==> config.mk <==
export PLATFORM = sky130hd
export DESIGN_NAME = uart_channel_arbiter_flat
export DESIGN_NICKNAME = d
export VERILOG_FILES = /design/src/rtl/uart_channel_arbiter_if.sv /design/src/rtl/uart_channel_arbiter.sv /design/src/flat_wrapper.sv
export SDC_FILE = /design/constraint.sdc
export NUM_CORES = 1
export LEC_CHECK = 0
export BUFFER_PORTS_ARGS = -buffer_cell sky130_fd_sc_hd__buf_2
export CAP_MARGIN = 15
export CORE_MARGIN = 2
export CORE_UTILIZATION = 35
export CTS_BUF_LIST = sky130_fd_sc_hd__clkbuf_8
export CTS_CLUSTER_SIZE = 28
export DETAILED_ROUTE_END_ITERATION = 6
export GPL_ROUTABILITY_DRIVEN = 0
export PLACE_DENSITY = 0.55
export SLEW_MARGIN = 20
export SYNTH_ARGS = -nofsm -noshare
export SYNTH_HDL_FRONTEND = slang
export SYNTH_SLANG_ARGS = --single-unit
==> constraint.sdc <==
create_clock -name CLK -period 4 [get_ports CLK]
set_input_delay 0.2 -clock CLK [delete_from_list [all_inputs] [get_ports CLK]]
set_output_delay 0.2 -clock CLK [all_outputs]
set_load 0.005 [all_outputs]
==> src/rtl/uart_channel_arbiter_if.sv <==
// Bus bundle for uart_channel_arbiter: requester side (send/recv) plus the
// FIFO-side flag/data/sendable/receivable handshake of uart_comm.
// master = the arbiter itself, slave = the environment driving it.
interface uart_channel_arbiter_if #(
    parameter int CHANNEL_BIT = 2,
    parameter int MSG_BYTES   = 4
);
    localparam int NCH   = 1 << CHANNEL_BIT;
    localparam int MSG_W = MSG_BYTES * 8;

    // requester side
    logic [NCH-1:0]         send_req;
    logic [NCH*MSG_W-1:0]   send_msg;
    logic [NCH-1:0]         send_done;
    logic                   recv_valid;
    logic [CHANNEL_BIT-1:0] recv_chan;
    logic [MSG_W-1:0]       recv_msg;
    logic                   recv_err;

    // uart_comm FIFO side
    logic                   uart_send_flag;
    logic [7:0]             uart_send_data;
    logic                   uart_sendable;
    logic                   uart_recv_flag;
    logic [7:0]             uart_recv_data;
    logic                   uart_receivable;

    modport master (
        input  send_req, send_msg, uart_sendable, uart_recv_data, uart_receivable,
        output send_done, recv_valid, recv_chan, recv_msg, recv_err,
               uart_send_flag, uart_send_data, uart_recv_flag
    );

    modport slave (
        output send_req, send_msg, uart_sendable, uart_recv_data, uart_receivable,
        input  send_done, recv_valid, recv_chan, recv_msg, recv_err,
               uart_send_flag, uart_send_data, uart_recv_flag
    );
endinterface

==> src/rtl/uart_channel_arbiter.sv <==
// uart_channel_arbiter: shares one uart_comm byte link between 2^CHANNEL_BIT
// requesters. TX side arbitrates round-robin and frames each message as
// header (channel id) + MSG_BYTES payload bytes; RX side parses the same
// framing and delivers complete messages tagged with their channel.
// Optional macro UART_ARB_CHECKSUM_EN appends/checks an XOR checksum byte
// covering header and payload.
module uart_channel_arbiter #(
    parameter int CHANNEL_BIT = 2,
    parameter int MSG_BYTES   = 4
) (
    input  logic                  CLK,
    input  logic                  RST,
    uart_channel_arbiter_if.master bus
);
    localparam int NCH   = 1 << CHANNEL_BIT;
    localparam int MSG_W = MSG_BYTES * 8;
    localparam int CNT_W = (MSG_BYTES > 1) ? $clog2(MSG_BYTES) : 1;
    localparam logic [CNT_W-1:0] LAST_IDX = CNT_W'(MSG_BYTES - 1);

    typedef enum logic [2:0] {
        T_IDLE,
        T_HEAD,
        T_BODY,
`ifdef UART_ARB_CHECKSUM_EN
        T_SUM,
`endif
        T_DONE
    } tx_state_t;

    typedef enum logic [1:0] {
        R_HEAD,
        R_BODY
`ifdef UART_ARB_CHECKSUM_EN
        , R_SUM
`endif
    } rx_state_t;

    // ------------------------------------------------------------------
    // TX side
    // ------------------------------------------------------------------
    tx_state_t              r_tx_state;
    tx_state_t              w_tx_state_next;
    logic [CHANNEL_BIT-1:0] r_tx_chan;
    logic [CHANNEL_BIT-1:0] w_tx_chan_next;
    logic [CHANNEL_BIT-1:0] r_last;
    logic [CHANNEL_BIT-1:0] w_last_next;
    logic [MSG_W-1:0]       r_tx_msg;
    logic [MSG_W-1:0]       w_tx_msg_next;
    logic [CNT_W-1:0]       r_tx_cnt;
    logic [CNT_W-1:0]       w_tx_cnt_next;
`ifdef UART_ARB_CHECKSUM_EN
    logic [7:0]             r_tx_sum;
    logic [7:0]             w_tx_sum_next;
`endif

    logic [MSG_W-1:0]       w_req_msg [NCH];
    logic [NCH-1:0]         w_rot_req;
    logic                   w_any_req;
    logic [CHANNEL_BIT-1:0] w_grant_off;
    logic [CHANNEL_BIT-1:0] w_grant_chan;
    logic [7:0]             w_tx_bytes [MSG_BYTES];
    logic [7:0]             w_tx_byte;
    logic [7:0]             w_head_byte;
    logic                   w_send_flag;
    logic [7:0]             w_send_data;
    logic [NCH-1:0]         w_send_done;

    genvar gi;

    // Split the flat request payload bus into one word per channel.
    generate
        for (gi = 0; gi < NCH; gi++) begin : g_req_msg
            assign w_req_msg[gi] = bus.send_msg[gi*MSG_W +: MSG_W];
        end
    endgenerate

    // Requests rotated so bit 0 is the channel right after the last grant;
    // the index wraps naturally because it is CHANNEL_BIT wide.
    generate
        for (gi = 0; gi < NCH; gi++) begin : g_rot_req
            logic [CHANNEL_BIT-1:0] w_idx;
            assign w_idx         = r_last + CHANNEL_BIT'(gi + 1);
            assign w_rot_req[gi] = bus.send_req[w_idx];
        end
    endgenerate

    // Latched payload viewed as bytes, byte 0 in the LSBs.
    generate
        for (gi = 0; gi < MSG_BYTES; gi++) begin : g_tx_bytes
            assign w_tx_bytes[gi] = r_tx_msg[gi*8 +: 8];
        end
    endgenerate

    // First set bit of the rotated request vector wins the grant.
    always_comb begin
        w_any_req   = |w_rot_req;
        w_grant_off = '0;
        for (int i = NCH - 1; i >= 0; i--) begin
            if (w_rot_req[i]) begin
                w_grant_off = CHANNEL_BIT'(i);
            end
        end
    end

    assign w_grant_chan = r_last + w_grant_off + CHANNEL_BIT'(1);
    assign w_tx_byte    = w_tx_bytes[r_tx_cnt];
    assign w_head_byte  = {{(8 - CHANNEL_BIT){1'b0}}, r_tx_chan};

    // TX next-state and UART write-side outputs.
    always_comb begin
        w_tx_state_next = r_tx_state;
        w_tx_chan_next  = r_tx_chan;
        w_last_next     = r_last;
        w_tx_msg_next   = r_tx_msg;
        w_tx_cnt_next   = r_tx_cnt;
`ifdef UART_ARB_CHECKSUM_EN
        w_tx_sum_next   = r_tx_sum;
`endif
        w_send_flag     = 1'b0;
        w_send_data     = 8'h00;
        w_send_done     = '0;

        case (r_tx_state)
            T_IDLE: begin
                if (w_any_req) begin
                    w_tx_chan_next  = w_grant_chan;
                    w_last_next     = w_grant_chan;
                    w_tx_msg_next   = w_req_msg[w_grant_chan];
                    w_tx_state_next = T_HEAD;
                end
            end
            T_HEAD: begin
                w_send_flag = bus.uart_sendable;
                w_send_data = w_head_byte;
                if (bus.uart_sendable) begin
                    w_tx_cnt_next   = '0;
`ifdef UART_ARB_CHECKSUM_EN
                    w_tx_sum_next   = w_head_byte;
`endif
                    w_tx_state_next = T_BODY;
                end
            end
            T_BODY: begin
                w_send_flag = bus.uart_sendable;
                w_send_data = w_tx_byte;
                if (bus.uart_sendable) begin
`ifdef UART_ARB_CHECKSUM_EN
                    w_tx_sum_next = r_tx_sum ^ w_tx_byte;
`endif
                    if (r_tx_cnt == LAST_IDX) begin
`ifdef UART_ARB_CHECKSUM_EN
                        w_tx_state_next = T_SUM;
`else
                        w_tx_state_next = T_DONE;
`endif
                    end else begin
                        w_tx_cnt_next = r_tx_cnt + CNT_W'(1);
                    end
                end
            end
`ifdef UART_ARB_CHECKSUM_EN
            T_SUM: begin
                w_send_flag = bus.uart_sendable;
                w_send_data = r_tx_sum;
                if (bus.uart_sendable) begin
                    w_tx_state_next = T_DONE;
                end
            end
`endif
            T_DONE: begin
                w_send_done     = NCH'(1) << r_tx_chan;
                w_tx_state_next = T_IDLE;
            end
            default: begin
                w_tx_state_next = T_IDLE;
            end
        endcase
    end

    // TX state register; last starts at NCH-1 so channel 0 is granted first.
    always_ff @(posedge CLK or posedge RST) begin
        if (RST) begin
            r_tx_state <= T_IDLE;
            r_tx_chan  <= '0;
            r_last     <= CHANNEL_BIT'(NCH - 1);
            r_tx_msg   <= '0;
            r_tx_cnt   <= '0;
`ifdef UART_ARB_CHECKSUM_EN
            r_tx_sum   <= 8'h00;
`endif
        end else begin
            r_tx_state <= w_tx_state_next;
            r_tx_chan  <= w_tx_chan_next;
            r_last     <= w_last_next;
            r_tx_msg   <= w_tx_msg_next;
            r_tx_cnt   <= w_tx_cnt_next;
`ifdef UART_ARB_CHECKSUM_EN
            r_tx_sum   <= w_tx_sum_next;
`endif
        end
    end

    assign bus.uart_send_flag = w_send_flag;
    assign bus.uart_send_data = w_send_data;
    assign bus.send_done      = w_send_done;

    // ------------------------------------------------------------------
    // RX side
    // ------------------------------------------------------------------
    rx_state_t              r_rx_state;
    rx_state_t              w_rx_state_next;
    logic [CHANNEL_BIT-1:0] r_rx_chan;
    logic [CHANNEL_BIT-1:0] w_rx_chan_next;
    logic [CNT_W-1:0]       r_rx_cnt;
    logic [CNT_W-1:0]       w_rx_cnt_next;
    logic [MSG_W-1:0]       r_rx_buf;
    logic [MSG_W-1:0]       w_rx_buf_next;
`ifdef UART_ARB_CHECKSUM_EN
    logic [7:0]             r_rx_sum;
    logic [7:0]             w_rx_sum_next;
`endif
    logic                   r_recv_valid;
    logic                   w_recv_valid_next;
    logic                   r_recv_err;
    logic                   w_recv_err_next;
    logic [CHANNEL_BIT-1:0] r_recv_chan;
    logic [CHANNEL_BIT-1:0] w_recv_chan_next;
    logic [MSG_W-1:0]       r_recv_msg;
    logic [MSG_W-1:0]       w_recv_msg_next;
    logic                   w_pop;
    logic [7:0]             w_rx_data;

    // No backpressure: every byte at the FIFO head is popped immediately.
    assign w_pop     = bus.uart_receivable;
    assign w_rx_data = bus.uart_recv_data;

    // RX next-state: one parser step per popped byte.
    always_comb begin
        w_rx_state_next   = r_rx_state;
        w_rx_chan_next    = r_rx_chan;
        w_rx_cnt_next     = r_rx_cnt;
        w_rx_buf_next     = r_rx_buf;
`ifdef UART_ARB_CHECKSUM_EN
        w_rx_sum_next     = r_rx_sum;
`endif
        w_recv_valid_next = 1'b0;
        w_recv_err_next   = 1'b0;
        w_recv_chan_next  = r_recv_chan;
        w_recv_msg_next   = r_recv_msg;

        if (w_pop) begin
            case (r_rx_state)
                R_HEAD: begin
                    // Anything above the channel field is not a header; drop it
                    // and try again on the next byte.
                    if (w_rx_data[7:CHANNEL_BIT] == '0) begin
                        w_rx_chan_next  = w_rx_data[CHANNEL_BIT-1:0];
                        w_rx_cnt_next   = '0;
`ifdef UART_ARB_CHECKSUM_EN
                        w_rx_sum_next   = w_rx_data;
`endif
                        w_rx_state_next = R_BODY;
                    end else begin
                        w_recv_err_next = 1'b1;
                    end
                end
                R_BODY: begin
                    w_rx_buf_next[r_rx_cnt*8 +: 8] = w_rx_data;
`ifdef UART_ARB_CHECKSUM_EN
                    w_rx_sum_next = r_rx_sum ^ w_rx_data;
`endif
                    if (r_rx_cnt == LAST_IDX) begin
`ifdef UART_ARB_CHECKSUM_EN
                        w_rx_state_next   = R_SUM;
`else
                        w_recv_valid_next = 1'b1;
                        w_recv_chan_next  = r_rx_chan;
                        w_recv_msg_next   = w_rx_buf_next;
                        w_rx_state_next   = R_HEAD;
`endif
                    end else begin
                        w_rx_cnt_next = r_rx_cnt + CNT_W'(1);
                    end
                end
`ifdef UART_ARB_CHECKSUM_EN
                R_SUM: begin
                    if (w_rx_data == r_rx_sum) begin
                        w_recv_valid_next = 1'b1;
                        w_recv_chan_next  = r_rx_chan;
                        w_recv_msg_next   = r_rx_buf;
                    end else begin
                        w_recv_err_next   = 1'b1;
                    end
                    w_rx_state_next = R_HEAD;
                end
`endif
                default: begin
                    w_rx_state_next = R_HEAD;
                end
            endcase
        end
    end

    // RX state and registered delivery outputs.
    always_ff @(posedge CLK or posedge RST) begin
        if (RST) begin
            r_rx_state   <= R_HEAD;
            r_rx_chan    <= '0;
            r_rx_cnt     <= '0;
            r_rx_buf     <= '0;
`ifdef UART_ARB_CHECKSUM_EN
            r_rx_sum     <= 8'h00;
`endif
            r_recv_valid <= 1'b0;
            r_recv_err   <= 1'b0;
            r_recv_chan  <= '0;
            r_recv_msg   <= '0;
        end else begin
            r_rx_state   <= w_rx_state_next;
            r_rx_chan    <= w_rx_chan_next;
            r_rx_cnt     <= w_rx_cnt_next;
            r_rx_buf     <= w_rx_buf_next;
`ifdef UART_ARB_CHECKSUM_EN
            r_rx_sum     <= w_rx_sum_next;
`endif
            r_recv_valid <= w_recv_valid_next;
            r_recv_err   <= w_recv_err_next;
            r_recv_chan  <= w_recv_chan_next;
            r_recv_msg   <= w_recv_msg_next;
        end
    end

    assign bus.uart_recv_flag = w_pop;
    assign bus.recv_valid     = r_recv_valid;
    assign bus.recv_err       = r_recv_err;
    assign bus.recv_chan      = r_recv_chan;
    assign bus.recv_msg       = r_recv_msg;

endmodule
==> src/flat_wrapper.sv <==
// flat-port wrapper written by rule: the top's interface ports become plain ports
module uart_channel_arbiter_flat 
#(
    parameter int CHANNEL_BIT = 2,
    parameter int MSG_BYTES   = 4
)
  (CLK, RST, bus_send_req, bus_send_msg, bus_uart_sendable, bus_uart_recv_data, bus_uart_receivable, bus_send_done, bus_recv_valid, bus_recv_chan, bus_recv_msg, bus_recv_err, bus_uart_send_flag, bus_uart_send_data, bus_uart_recv_flag);
  uart_channel_arbiter_if #(.CHANNEL_BIT(CHANNEL_BIT), .MSG_BYTES(MSG_BYTES)) bus_i ();
  input  logic CLK;
  input  logic RST;
  input wire logic [$bits(bus_i.send_req)-1:0] bus_send_req;
  input wire logic [$bits(bus_i.send_msg)-1:0] bus_send_msg;
  input wire logic [$bits(bus_i.uart_sendable)-1:0] bus_uart_sendable;
  input wire logic [$bits(bus_i.uart_recv_data)-1:0] bus_uart_recv_data;
  input wire logic [$bits(bus_i.uart_receivable)-1:0] bus_uart_receivable;
  output wire logic [$bits(bus_i.send_done)-1:0] bus_send_done;
  output wire logic [$bits(bus_i.recv_valid)-1:0] bus_recv_valid;
  output wire logic [$bits(bus_i.recv_chan)-1:0] bus_recv_chan;
  output wire logic [$bits(bus_i.recv_msg)-1:0] bus_recv_msg;
  output wire logic [$bits(bus_i.recv_err)-1:0] bus_recv_err;
  output wire logic [$bits(bus_i.uart_send_flag)-1:0] bus_uart_send_flag;
  output wire logic [$bits(bus_i.uart_send_data)-1:0] bus_uart_send_data;
  output wire logic [$bits(bus_i.uart_recv_flag)-1:0] bus_uart_recv_flag;
  assign bus_i.send_req = bus_send_req;
  assign bus_i.send_msg = bus_send_msg;
  assign bus_i.uart_sendable = bus_uart_sendable;
  assign bus_i.uart_recv_data = bus_uart_recv_data;
  assign bus_i.uart_receivable = bus_uart_receivable;
  assign bus_send_done = bus_i.send_done;
  assign bus_recv_valid = bus_i.recv_valid;
  assign bus_recv_chan = bus_i.recv_chan;
  assign bus_recv_msg = bus_i.recv_msg;
  assign bus_recv_err = bus_i.recv_err;
  assign bus_uart_send_flag = bus_i.uart_send_flag;
  assign bus_uart_send_data = bus_i.uart_send_data;
  assign bus_uart_recv_flag = bus_i.uart_recv_flag;
  uart_channel_arbiter #(.CHANNEL_BIT(CHANNEL_BIT), .MSG_BYTES(MSG_BYTES)) u_core (.CLK(CLK), .RST(RST), .bus(bus_i));
endmodule
# Word level (Yosys, flattened, before mapping)
# Index checks and enable logic that the tools add are counted.
dict set report totals {
  romBits 0
  mem_bits_rw 0
  latch_bits 0
  in_bits 144
  n_memories 0
  regBits 115
  output_inout_bits 50
}
dict set report classes {
  n_bitwise 2
  muxes 43
  n_lt_le_gt_ge 6
  n_eq_ne 14
  n_div 0
  n_reduce_logical 15
  add_sub_neg 8
  shifts 3
  mul 0
}
# op n
set ops {}
lappend ops {{$bmux 32 s2} 1}
lappend ops {{$mux 32} 2}
lappend ops {{$neg 5->34} 1}
lappend ops {{$shift 8x34->32 const A} 1}
lappend ops {{$shiftx 8x34->32} 1}
lappend ops {{$bwmux 32} 1}
lappend ops {{$mux 2} 11}
lappend ops {{$bmux 8 s2} 1}
lappend ops {{$mux 8} 2}
lappend ops {{$pmux 8 s2} 1}
lappend ops {{$lt 2x3->1 const B} 4}
lappend ops {{$mux 3} 4}
lappend ops {{$pmux 2 s2} 3}
lappend ops {{$reduce_and 4->1} 3}
lappend ops {{$mux 1} 11}
lappend ops {{$pmux 3 s3} 1}
lappend ops {{$reduce_and 3->1} 3}
lappend ops {{$add 2x1->2 const B} 4}
lappend ops {{$bmux 1 s2} 4}
lappend ops {{$ne 2x1->1 const B} 4}
lappend ops {{$ne 2x2->1 const B} 4}
lappend ops {{$eq 3x2->1 const B} 2}
lappend ops {{$ge 3x3->1 const B} 2}
lappend ops {{$logic_not 6->1} 1}
lappend ops {{other kinds (14)} 19}

# Longest topological paths before layout
# Gate-level depths: netlist of the first run.
dict set report depth {
  depth_word 12
  mapped_depth 12
}

# Worst setup path before layout of the first run
# Ideal clock, no wire load.
dict set report synth_path {
  path_type {register to register}
  from {reg u_core.r_last[1]}
  to {reg u_core.r_tx_msg[22]}
  path_stages_with_launch 13
  path_slack_ps 636
  n_path_buf 3
  synth_period_minus_slack_ps 3364
  t_arrival_ps 3232
  path_cell_list {dfstp_2 -> clkbuf_1 -> nand2b_1 -> a2bb2oi_1 -> o221ai_1 -> o21ai_0 -> ha_1 -> clkbuf_1 -> clkbuf_1 -> mux2_2 -> a32oi_1 -> a31oi_1 -> or3_1}
}
dict set report synth_between {
  elab_chain_len 12
  word_cells_on_any_way 23
}
# item line
set synth_rtl {}
lappend synth_rtl {{start: declaration} uart_channel_arbiter.sv:45} ;# logic [CHANNEL_BIT-1:0] r_last;
lappend synth_rtl {{start signal: assignment} uart_channel_arbiter.sv:185} ;# r_last <= CHANNEL_BIT'(NCH - 1);
lappend synth_rtl {{start signal: assignment} uart_channel_arbiter.sv:194} ;# r_last <= w_last_next;
lappend synth_rtl {{$add 2x2->2 or $bmux 1 s2 (tied branches)} {uart_channel_arbiter.sv:82, uart_channel_arbiter.sv:83}}
lappend synth_rtl {{$bmux 1 s2 or $mux 1 (tied branches)} uart_channel_arbiter.sv:83} ;# assign w_rot_req[gi] = bus.send_req[w_idx];
lappend synth_rtl {{$mux 1 (not written as such) or $mux 2 (tied branches)} {uart_channel_arbiter.sv:83, uart_channel_arbiter.sv:99}}
lappend synth_rtl {{$mux 2 (3 in a row)} uart_channel_arbiter.sv:99} ;# if (w_rot_req[i]) begin
lappend synth_rtl {{$add 2x2->2} uart_channel_arbiter.sv:105} ;# assign w_grant_chan = r_last + w_grant_off + CHANNEL_BIT'(1);
lappend synth_rtl {{$add 2x1->2} uart_channel_arbiter.sv:105}
lappend synth_rtl {{$not 2->3 (not written as such)} uart_channel_arbiter.sv:128} ;# w_tx_msg_next = w_req_msg[w_grant_chan];
lappend synth_rtl {{$bmux 32 s2} uart_channel_arbiter.sv:128}
lappend synth_rtl {{$mux 32 (not written as such) (2 in a row)} uart_channel_arbiter.sv:128}
lappend synth_rtl {{end signal: assignment} uart_channel_arbiter.sv:195} ;# r_tx_msg <= w_tx_msg_next;
lappend synth_rtl {{end: declaration} uart_channel_arbiter.sv:47} ;# logic [MSG_W-1:0] r_tx_msg;
# Parallel ways exist; a longest one is shown, timed or not. The select of a mux whose other input is x is not followed.
# A chain may end at the register's enable or synchronous reset.

# Worst setup path after layout of the first run
dict set report layout_path {
  from {reg u_core.r_last[1]}
  to {reg u_core.r_tx_msg[4]}
}
# The elaborated chain is that of the path after synthesis.

==> run metrics, run 1 <==
Clk Latency, worst-skew pair=0.41 ns; non-filler cells, final=1197; Avg Cell Area, Syn=9.120 um2; Post-Route Utilization=42.17%; Post-Place Cells=1176; Post-synth top flop=dfrtp_1; Slew HR=32.07%; Crit path arrival time=3.51 ns; DR WL/cell=18.97 um; antenna violations before repair=3; Starting Density=35.41%; crit-path cells=nand2b_1 > a2bb2oi_1 > o221ai_1 > o21ai_0 > ha_2 > buf_4 > mux2_2 > a32oi_1 > a31oi_1 > or3_1; final hold violation count=0; Worst-path clk slew=0.12 ns; clk root buf=clkbuf_8; Crit. End Element=flip-flop; layout cells sized above 1=34.45%; Initial DRC Count=511; Routed Antenna Nets=0; vias per cell=5.664; Req. time, crit path=4.28 ns; Mapped Cells=778; Vias=6780; core region area=0.02004 mm2; post-synthesis sequential area ratio=37.07%; first-pass GRT wire length=35.85 mm; Setup TNS=0 ns; Total Wirelength=22.71 mm; CTS buffer count=9; outcome=finished, final reports clean; clk sinks=105; IO Pins=194; HPWL after detailed placement=15.54 mm; EDFF count, synth=0; min cycle time layout=3.230 ns; Core Rows=52; Worst VDD drop=0.4067 mV; hold crit path type=input pin to flip-flop; CP Buf/Inv Count=1; Crit Path Max Fanout=40; Post-CTS Setup Inserts=0; mapped cell area=0.007096 mm2; Max stage delay on crit path=0.71 ns; Die Ht=146.4 um; number of H-tree levels=3; largest net degree at the start of global routing=66; YS warnings=0; ys async rst share=100.0%; Setup Skew=0.01441 ns; slowest CP cell=dfstp_2; pwr/cell area=763.5 mW/mm2; Crit Path Class=flip-flop to flip-flop; syn nets=933; Unique masters post-synth=49; Buffers on Ports=193; die width=146.4 um; Setup Viol. Count Final=0; Tightest Pin Transition=1.010 ns; die area=0.02143 mm2; Layout Nets=1073; Max Cap Violations=0; CTS tree=done; CP delay by family, top=flip-flops; Pleak=3.818 nW; achievable frequency=309.6 MHz; unrepaired setup endpoints after global routing=false; GRT overflow=0; CP startpoint kind=flip-flop; post-layout power=6.452 mW; Syn-to-layout area delta=19.10%; Yosys reg bits=105; drt drc=0; GRT Overall Usage=21.07%; via count of the first global-routing pass=6335; Pins Over Slew Limit=0; final period utilization=80.74%; CTS max path bufs=2; 1st-pass router iterations=5
## layout make-up
class	count	area, um2
Sequential cell	105	2630
Clock buffer	9	123.9
Timing Repair Buffer	214	1151
Tap cell	270	337.8
Fill cell	2025	11590
Inverter	13	51.30
Antenna cell	4	10.01
Multi-Input combinational cell	575	4063
Clock inverter	7	83.83
## sequential cells by signal, indices dropped and copies added (netlist names)
| signal | cells |
|---|---|
| u_core.bus.recv_chan | 2 |
| u_core.bus.recv_err | 1 |
| u_core.bus.recv_msg | 32 |
| u_core.bus.recv_valid | 1 |
| u_core.r_last | 2 |
| u_core.r_rx_buf | 24 |
| u_core.r_rx_chan | 2 |
| u_core.r_rx_cnt | 2 |
| u_core.r_rx_state | 1 |
| u_core.r_tx_chan | 2 |
| u_core.r_tx_cnt | 2 |
| u_core.r_tx_msg | 32 |
| u_core.r_tx_state | 2 |
## placed cells by master, fill, tap and decap left out, drive strengths merged, types with 4 or more instances in the layout
cell / netlist / routed
diode: 0 / 4
o21ai: 24 / 24
ha: 11 / 11
dfrtp: 103 / 103
or3: 32 / 32
a22o: 60 / 60
a21oi: 6 / 6
and2: 4 / 4
inv: 12 / 18
nand3: 100 / 100
nand2: 43 / 43
a221oi: 16 / 16
and3: 9 / 9
nor2: 45 / 45
nand2b: 4 / 4
a32oi: 32 / 32
nor3: 38 / 38
clkbuf: 61 / 9
mux4: 8 / 8
mux2: 67 / 67
nor2b: 12 / 12
buf: 24 / 213
a31oi: 40 / 40
## cells in the mapped netlist (all sizes together) (8+ instances only)
| cell type | number | area [um2] |
|---|---|---|
| o21ai | 24 | 120.1 |
| and3 | 9 | 56.30 |
| buf | 24 | 152.6 |
| ha | 11 | 137.6 |
| dfrtp | 103 | 2577 |
| a31oi | 40 | 250.2 |
| a32oi | 32 | 280.3 |
| mux4 | 8 | 180.2 |
| nand2 | 43 | 161.4 |
| nor2 | 45 | 168.9 |
| clkbuf | 61 | 230.2 |
| mux2 | 67 | 754.5 |
| nor3 | 38 | 195.2 |
| a221oi | 16 | 140.1 |
| nor2b | 12 | 75.07 |
| inv | 12 | 45.04 |
| or3 | 32 | 200.2 |
| nand3 | 100 | 500.5 |
| a22o | 60 | 525.5 |
## routing by layer
layer  vias up  share of wire, %  track usage, %
li1       3230                 -               -
met1      3270                45           29.69
met4         0               1.6           6.456
met3        21               6.0           3.406
met5         -                 0               0
met2       259                47           33.42
## logic make-up after synthesis
kind of cell	Yosys count	synth area share, %
flip-flops	105	37.07
AO/OA/AOI/OAI	188	20.23
adder cells (fa/ha/maj)	11	1.940
AND/OR/NAND/NOR	298	21.14
multiplexers	75	13.17
XOR/XNOR	3	0.3704
buffers and inverters	98	6.083
## repair_timing
item / CTS / global route
endpoints found under the setup margin: 0 / 0
resized for setup: 0 / 0
hold buffers: 1 / 0
endpoints found under the hold margin: 52 / 0
## final timing paths
path	from	end	slack (ns)	cells past startpoint
min in group asynchronous	RST	u_core.r_tx_state[1]$_DFFE_PP0P_	0.42	3
min	bus_uart_recv_data[7]	u_core.r_rx_buf[23]$_DFFE_PP0P_	0.14	3
max	u_core.r_last[1]$_DFFE_PP1P_	u_core.r_tx_msg[4]$_DFFE_PP0P_	0.77	10
min reg2reg	u_core.r_rx_buf[21]$_DFFE_PP0P_	u_core.r_rx_buf[21]$_DFFE_PP0P_	0.49	2
max in group asynchronous	RST	u_core.r_last[0]$_DFFE_PP1P_	2.65	4
max reg2reg	u_core.r_last[1]$_DFFE_PP1P_	u_core.r_tx_msg[4]$_DFFE_PP0P_	0.77	10
## stage by stage
stage	worst slack [ns]	area, um2	hold slack [ns]
6_report	0.7703	8451	0.1397
5_1_grt	0.6026	8451	0.1565
4_1_cts	0.7797	8441	0.1227
3_5_place_dp	0.7995	8223	0.3507
3_3_place_gp	0.8670	8223	0.3594
2_1_floorplan	0.6365	7096	0.4331
## power breakdown
part	total [mW]	internal, mW	switching (mW)	leakage (nW)
Sequential	1.79	1.44	0.344	1.37
Combinational	3.95	1.75	2.20	2.34
Clock	0.716	0.260	0.457	0.106
Total	6.45	3.46	3.00	3.82
## worst register-to-register path: cells and delay by family, from the launching register on
family | cells | cell delay (ns)
DFF | 1 | 0.71
buffers and inverters | 1 | 0.44
and+or+nand+nor | 2 | 0.54
adders and majority gates | 1 | 0.34
AOI/OAI and AO/OA | 5 | 0.63
muxes | 1 | 0.45
Note: power is estimated with default switching activity, not from simulation.
==> run 2: changes to the inputs <==
--- a/config.mk
+++ b/config.mk
@@ -5,6 +5,7 @@
 export SDC_FILE = /design/constraint.sdc
 export NUM_CORES = 1
 export LEC_CHECK = 0
+export ABC_AREA = 1
 export BUFFER_PORTS_ARGS = -buffer_cell sky130_fd_sc_hd__buf_2
 export CAP_MARGIN = 15
 export CORE_MARGIN = 2
@@ -13,7 +14,7 @@
 export CTS_CLUSTER_SIZE = 28
 export DETAILED_ROUTE_END_ITERATION = 6
 export GPL_ROUTABILITY_DRIVEN = 0
-export PLACE_DENSITY = 0.55
+export PLACE_DENSITY = 0.58
 export SLEW_MARGIN = 20
 export SYNTH_ARGS = -nofsm -noshare
 export SYNTH_HDL_FRONTEND = slang
==> constraint.sdc (replaced) <==
create_clock -name CLK -period 2.8 [get_ports CLK]
set_input_delay 0.14 -clock CLK [delete_from_list [all_inputs] [get_ports CLK]]
set_output_delay 0.14 -clock CLK [all_outputs]
set_load 0.005 [all_outputs]
==> run metrics, run 2 <==
post-synthesis sequential area ratio=42.23% (was 37.07%); first-pass GRT wire length=27.12 mm (was 35.85 mm); Pins Over Slew Limit=0 (unchanged); Top Metal Used=met4 (unchanged); Vias=5703 (was 6780); die area=0.01888 mm2 (was 0.02143 mm2); unrepaired setup endpoints after global routing=false (unchanged); Post-Place Cells=1163 (was 1176); Routed Antenna Nets=0 (unchanged); Buffers on Ports=193 (unchanged); FF-to-FF Start=u_core.r_last[0]$_DFFE_PP1P_ (was u_core.r_last[1]$_DFFE_PP1P_); Crit path arrival time=2.86 ns (was 3.51 ns); drt drc=0 (unchanged); Pleak=4.036 nW (was 3.818 nW); GRT overflow=0 (unchanged); CTS buffer count=9 (unchanged); Setup Skew=0.01976 ns (was 0.01441 ns); Core Rows=48 (was 52); Avg Cell Area, Syn=8.026 um2 (was 9.120 um2); reg2reg path depth=13 (was 10); Slew HR=61.41% (was 32.07%); most common cell in the netlist=nand2_1 (was dfrtp_1); final period utilization=91.86% (was 80.74%); hold path startpoint=bus_uart_recv_data[6] (was bus_uart_recv_data[7]); vias per cell=4.829 (was 5.664); Hold Path Sink=u_core.r_rx_state[0]$_DFFE_PP0P_ (was u_core.r_rx_buf[23]$_DFFE_PP0P_); Mapped Cells=776 (was 778); pwr/cell area=1415 mW/mm2 (was 763.5 mW/mm2); Crit. End Element=flip-flop (unchanged); Max stage delay on crit path=0.66 ns (was 0.71 ns); Critical R2R Capture=u_core.r_tx_msg[2]$_DFFE_PP0P_ (was u_core.r_tx_msg[4]$_DFFE_PP0P_); EDFF count, synth=0 (unchanged); slowest CP cell=dfstp_2 (unchanged); Tightest Pin Transition=0.5788 ns (was 1.010 ns); Layout Nets=1106 (was 1073); hold path cells=4 (was 3); CTS max path bufs=2 (unchanged); Unique masters post-synth=34 (was 49); n_diodes=0 (was 4); non-filler cells, final=1181 (was 1197); CP startpoint kind=flip-flop (unchanged); Crit Path Max Fanout=24 (was 40); setup ws final=0.2279 ns (was 0.7703 ns); min cycle time layout=2.572 ns (was 3.230 ns); HPWL after detailed placement=12.51 mm (was 15.54 mm); Post-synth top flop=dfrtp_1 (unchanged); CP most frequent cell=nand2_1; Starting Density=35.89% (was 35.41%); clk sinks=105 (unchanged); Setup TNS=0 ns (unchanged); crit-path cells=inv_6 > nand2_1 > nand2_1 > nand2_1 > nand2_1 > a21oi_1 > o21bai_1 > ha_4 > buf_12 > mux2i_1 > nand3_1 > nand3_2 > nand2_1 (was nand2b_1 > a2bb2oi_1 > o221ai_1 > o21ai_0 > ha_2 > buf_4 > mux2_2 > a32oi_1 > a31oi_1 > or3_1); DR WL/cell=14.58 um (was 18.97 um); largest net degree at the start of global routing=106 (was 66); syn nets=931 (was 933); Post-CTS Setup Inserts=0 (unchanged); layout cells sized above 1=28.14% (was 34.45%); number of H-tree levels=3 (unchanged); mapped cell area=0.006228 mm2 (was 0.007096 mm2); pre-CTS setup slack=0.1851 ns (was 0.7995 ns); Syn-to-layout area delta=22.92% (was 19.10%); final hold violation count=0 (unchanged); hold crit path type=input pin to flip-flop (unchanged); Req. time, crit path=3.09 ns (was 4.28 ns); Setup Viol. Count Final=0 (unchanged); Synth area leader=dfrtp_1 (unchanged); ys async rst share=100.0% (unchanged); via count of the first global-routing pass=5374 (was 6335); post-synth top area share=41.38% (was 36.33%); clk root buf=clkbuf_8 (unchanged); achievable frequency=388.8 MHz (was 309.6 MHz); CP delay by family, top=flip-flops (unchanged); GRT Overall Usage=18.60% (was 21.07%); 1st-pass router iterations=5 (unchanged); R2R Setup Slk=0.23 ns (was 0.77 ns); Yosys reg bits=105 (unchanged); most common cell after layout, fill and taps aside=nand2_1 (was buf_2); met3 wire length=842 um (was 1.356 mm); Worst-path clk slew=0.12 ns (about the same); die width=137.4 um (was 146.4 um); outcome=finished, final reports clean (unchanged); post-layout power=10.84 mW (was 6.452 mW); Post-Route Utilization=44.11% (was 42.17%); synth cell count leaders=nand2_1 (220), dfrtp_1 (103), o21ai_0 (86) (was dfrtp_1 (103), nand3_1 (100), mux2_2 (67)); most frequent cells in the layout=nand2_1 (220), buf_2 (193), dfrtp_1 (103) (was buf_2 (193), dfrtp_1 (103), nand3_1 (100)); YS warnings=0 (unchanged); fin area=0.007656 mm2 (was 0.008451 mm2); Die Ht=137.4 um (was 146.4 um); Worst VDD drop=0.9087 mV (was 0.4067 mV); synth top area cells=dfrtp_1 (41%), nand2_1 (13%), mux2i_1 (10%), o21ai_0 (6.9%), nand3_1 (5.7%) (was dfrtp_1 (36%), mux2_2 (11%), a22o_1 (7.4%), nand3_1 (7.1%), a32oi_1 (3.9%)); core region area=0.01736 mm2 (was 0.02004 mm2); CTS tree=done (unchanged); Initial DRC Count=258 (was 511); Max Cap Violations=0 (unchanged); Met2 Wirelength=7.953 mm (was 10.72 mm); antenna violations before repair=0 (was 3); Crit Path Class=flip-flop to flip-flop (unchanged); Clk Latency, worst-skew pair=0.40 ns (was 0.41 ns); CP Buf/Inv Count=2 (was 1); IO Pins=194 (unchanged); Min Hold Slack=0.03754 ns (was 0.1397 ns); Total Wirelength=17.22 mm (was 22.71 mm); Placed Instance Area=0.007401 mm2 (was 0.008223 mm2); metal1 wirelength=8.297 mm (was 10.26 mm)
-- run 2: cell types whose count changed after synthesis, moves of 17 or more --
| cell | before | now |
|---|---|---|
| nand2_1 | 43 | 220 |
| mux2_2 | 67 | 0 |
| mux2i_1 | 0 | 64 |
| o21ai_0 | 23 | 86 |
| a22o_1 | 60 | 0 |
| inv_1 | 12 | 55 |
| a31oi_1 | 40 | 0 |
| clkbuf_1 | 60 | 26 |
| a32oi_1 | 32 | 0 |
| nor3_1 | 37 | 5 |
| or3_1 | 32 | 0 |
| nand3_1 | 100 | 71 |
| nand3_2 | 0 | 20 |
| o22ai_1 | 1 | 18 |
-- run 2: worst reg2reg max path: stages, from the launching register on --
cell and delay, ns:
dfstp_2 0.66, inv_6 0.08, nand2_1 0.08, nand2_1 0.05
nand2_1 0.05, nand2_1 0.07, a21oi_1 0.13, o21bai_1 0.11
ha_4 0.43, buf_12 0.25, mux2i_1 0.29, nand3_1 0.12
nand3_2 0.09, nand2_1 0.04
-- run 2: area by class of cell --
cell class	instances	area, um2
clock buffers	9	123.9
clock inverters	7	95.09
well taps	225	281.5
flip-flops and latches	105	2630
multi-input cells	563	3132
inverters	61	237.7
repair buffers	211	1156
fillers	1767	9701
-- run 2: what timing repair did --
item	4_1_cts	5_1_grt
hold buffers	2	0
endpoints found under the setup margin	0	32
gates resized for setup	0	2
endpoints found under the hold margin	105	0
-- run 2: logic make-up after synthesis --
family | synth area share [%]
fa+ha+maj | 2.210
compound gates | 9.723
simple gates | 27.46
buf+inv | 7.955
mux | 10.29
xor+xnor | 0.1406
flops | 42.23
-- run 2: worst max path at each step --
stage                                           end  slack, ns                    startpoint  depth (start not counted)
detailed placement  u_core.r_tx_msg[15]$_DFFE_PP0P_       0.19  u_core.r_last[0]$_DFFE_PP1P_                         14
global placement     u_core.r_tx_msg[7]$_DFFE_PP0P_       0.25  u_core.r_last[0]$_DFFE_PP1P_                         14
global route         u_core.r_tx_msg[6]$_DFFE_PP0P_       0.03  u_core.r_last[0]$_DFFE_PP1P_                         13
CTS                 u_core.r_tx_msg[14]$_DFFE_PP0P_       0.15  u_core.r_last[0]$_DFFE_PP1P_                         14
floorplan           u_core.r_tx_msg[28]$_DFFE_PP0P_       0.24  u_core.r_last[0]$_DFFE_PP1P_                         14
finish               u_core.r_tx_msg[2]$_DFFE_PP0P_       0.23  u_core.r_last[0]$_DFFE_PP1P_                         13
-- run 2: power by group --
part | total (mW) | switching, mW | internal, mW
logic | 7.14 | 4.33 | 2.82
registers | 2.64 | 0.412 | 2.23
clock network | 1.05 | 0.610 | 0.442
-- run 2: metal layers --
layer	vias up	GRT usage (%)
met2	143	29.74
li1	2908	-
met3	8	3.569
met1	2644	26.35
met4	0	3.608
met5	-	0
==> run 3: changes to the inputs <==
--- a/config.mk
+++ b/config.mk
@@ -14,6 +14,7 @@
 export CTS_CLUSTER_SIZE = 28
 export DETAILED_ROUTE_END_ITERATION = 6
 export GPL_ROUTABILITY_DRIVEN = 0
+export MAX_ROUTING_LAYER = met4
 export PLACE_DENSITY = 0.58
 export SLEW_MARGIN = 20
 export SYNTH_ARGS = -nofsm -noshare
==> run metrics, run 3 (synthesized netlist as in run 2, its figures left out) <==
Crit. End Element=flip-flop (unchanged); Die Ht=137.4 um (unchanged); non-filler cells, final=1181 (unchanged); Vias=5727 (was 5703); Pleak=4.036 nW (unchanged); Post-Place Cells=1163 (unchanged); Setup Viol. Count Final=0 (unchanged); slowest CP cell=dfstp_2 (unchanged); Setup TNS=0 ns (unchanged); pwr/cell area=1417 mW/mm2 (was 1415 mW/mm2); vias per cell=4.849 (was 4.829); Top Metal Used=met4 (unchanged); antenna violations before repair=0 (unchanged); Layout Nets=1106 (unchanged); Worst-path clk slew=0.12 ns (about the same); 1st-pass router iterations=4 (was 5); CTS tree=done (unchanged); final hold violation count=0 (unchanged); Crit path arrival time=2.88 ns (was 2.86 ns); achievable frequency=386.7 MHz (was 388.8 MHz); CP delay by family, top=flip-flops (unchanged); clk root buf=clkbuf_8 (unchanged); Worst VDD drop=0.9059 mV (was 0.9087 mV); CTS max path bufs=2 (unchanged); Crit Path Class=flip-flop to flip-flop (unchanged); HPWL after detailed placement=12.51 mm (unchanged); clk sinks=105 (unchanged); die area=0.01888 mm2 (unchanged); Placed Instance Area=0.007401 mm2 (unchanged); outcome=finished, final reports clean (unchanged); Tightest Pin Transition=0.5831 ns (was 0.5788 ns); pre-CTS setup slack=0.1851 ns (unchanged); number of H-tree levels=3 (unchanged); most frequent cells in the layout=nand2_1 (220), buf_2 (193), dfrtp_1 (103) (unchanged); Clk Latency, worst-skew pair=0.40 ns (about the same); first-pass GRT wire length=27.06 mm (was 27.12 mm); core region area=0.01736 mm2 (unchanged); IO Pins=194 (unchanged); DR WL/cell=14.58 um (about the same); Syn-to-layout area delta=22.92% (unchanged); hold crit path type=input pin to flip-flop (unchanged); n_diodes=0 (unchanged); metal1 wirelength=8.148 mm (was 8.297 mm); Initial DRC Count=311 (was 258); fin area=0.007656 mm2 (unchanged); crit-path cells=inv_6 > nand2_1 > nand2_1 > nand2_1 > nand2_1 > a21oi_1 > o21bai_1 > ha_4 > buf_12 > mux2i_1 > nand3_1 > nand3_1 > nand2_1 (was inv_6 > nand2_1 > nand2_1 > nand2_1 > nand2_1 > a21oi_1 > o21bai_1 > ha_4 > buf_12 > mux2i_1 > nand3_1 > nand3_2 > nand2_1); Total Wirelength=17.22 mm (about the same); CP most frequent cell=nand2_1 (unchanged); CTS buffer count=9 (unchanged); Slew HR=61.13% (was 61.41%); met3 wire length=1.008 mm (was 842 um); min cycle time layout=2.586 ns (was 2.572 ns); Req. time, crit path=3.10 ns (was 3.09 ns); die width=137.4 um (unchanged); GRT overflow=0 (unchanged); Pins Over Slew Limit=0 (unchanged); drt drc=0 (unchanged); Crit Path Max Fanout=22 (was 24); Routed Antenna Nets=0 (unchanged); via count of the first global-routing pass=5389 (was 5374); most common cell after layout, fill and taps aside=nand2_1 (unchanged); GRT Overall Usage=19.11% (was 18.60%); Starting Density=35.89% (unchanged); Setup Skew=0.01991 ns (was 0.01976 ns); Max Cap Violations=0 (unchanged); setup ws final=0.2142 ns (was 0.2279 ns); CP Buf/Inv Count=2 (unchanged); largest net degree at the start of global routing=106 (unchanged); Max stage delay on crit path=0.66 ns (about the same); Core Rows=48 (unchanged); CP startpoint kind=flip-flop (unchanged); unrepaired setup endpoints after global routing=false (unchanged); Met2 Wirelength=7.933 mm (was 7.953 mm); Min Hold Slack=0.03486 ns (was 0.03754 ns); layout cells sized above 1=28.14% (unchanged); final period utilization=92.35% (was 91.86%); Buffers on Ports=193 (unchanged)
run 3: cell counts in the layout (fill, tap and decap cells not counted):
Identical to the previous run, type by type.
run 3: metal layers:
metal | vias to the layer above | track usage (%)
li1 | 2906 | -
met1 | 2652 | 26.35
met2 | 161 | 29.77
met3 | 8 | 3.385
met4 | 0 | 3.608
met5 | - | -
run 3: power breakdown:
group / internal (mW) / switching [mW]
combinational: 2.82 / 4.33
sequential: 2.23 / 0.415
clock: 0.442 / 0.608
run 3: worst paths after layout:
kind                                                startpoint                                  end  slack [ns]  cells after the start
min in group asynchronous                                  RST       u_core.r_rx_buf[3]$_DFFE_PP0P_        0.45                      4
setup reg to reg                  u_core.r_last[0]$_DFFE_PP1P_      u_core.r_tx_msg[13]$_DFFE_PP0P_        0.21                     13
hold reg to reg            u_core.bus.recv_chan[1]$_DFFE_PP0P_  u_core.bus.recv_chan[1]$_DFFE_PP0P_        0.48                      2
max in group asynchronous                                  RST      u_core.r_tx_msg[22]$_DFFE_PP0P_        1.93                      4
hold / removal                           bus_uart_recv_data[6]     u_core.r_rx_state[0]$_DFFE_PP0P_        0.03                      4
setup / recovery                  u_core.r_last[0]$_DFFE_PP1P_      u_core.r_tx_msg[13]$_DFFE_PP0P_        0.21                     13
run 3: per-stage QoR:
step           utilization [%]  power, mW
3_5_place_dp             42.64      9.810
2_1_floorplan                -      8.049
4_1_cts                  44.02      10.91
3_3_place_gp             42.64      9.771
5_1_grt                  44.11      11.89
6_report                 44.11      10.85
run 3: worst register-to-register path: stages, from the launching register on:
cell,delay [ns]
dfstp_2,0.66
inv_6,0.08
nand2_1,0.08
nand2_1,0.05
nand2_1,0.05
nand2_1,0.07
a21oi_1,0.14
o21bai_1,0.11
ha_4,0.42
buf_12,0.23
mux2i_1,0.29
nand3_1,0.13
nand3_1,0.12
nand2_1,0.05
run 3: layout make-up:
cell class | instances | area, um2
fillers | 1767 | 9701
clock inverters | 7 | 95.09
repair buffers | 211 | 1156
inverters | 61 | 237.7
flip-flops and latches | 105 | 2630
multi-input cells | 563 | 3132
well taps | 225 | 281.5
clock buffers | 9 | 123.9
run 3: timing repair:
action                                  CTS  global route
setup buffers                             0             0
hold endpoints to repair                105             0
hold buffers                              2             0
endpoints found under the setup margin    0            32
gates resized for setup                   0             2
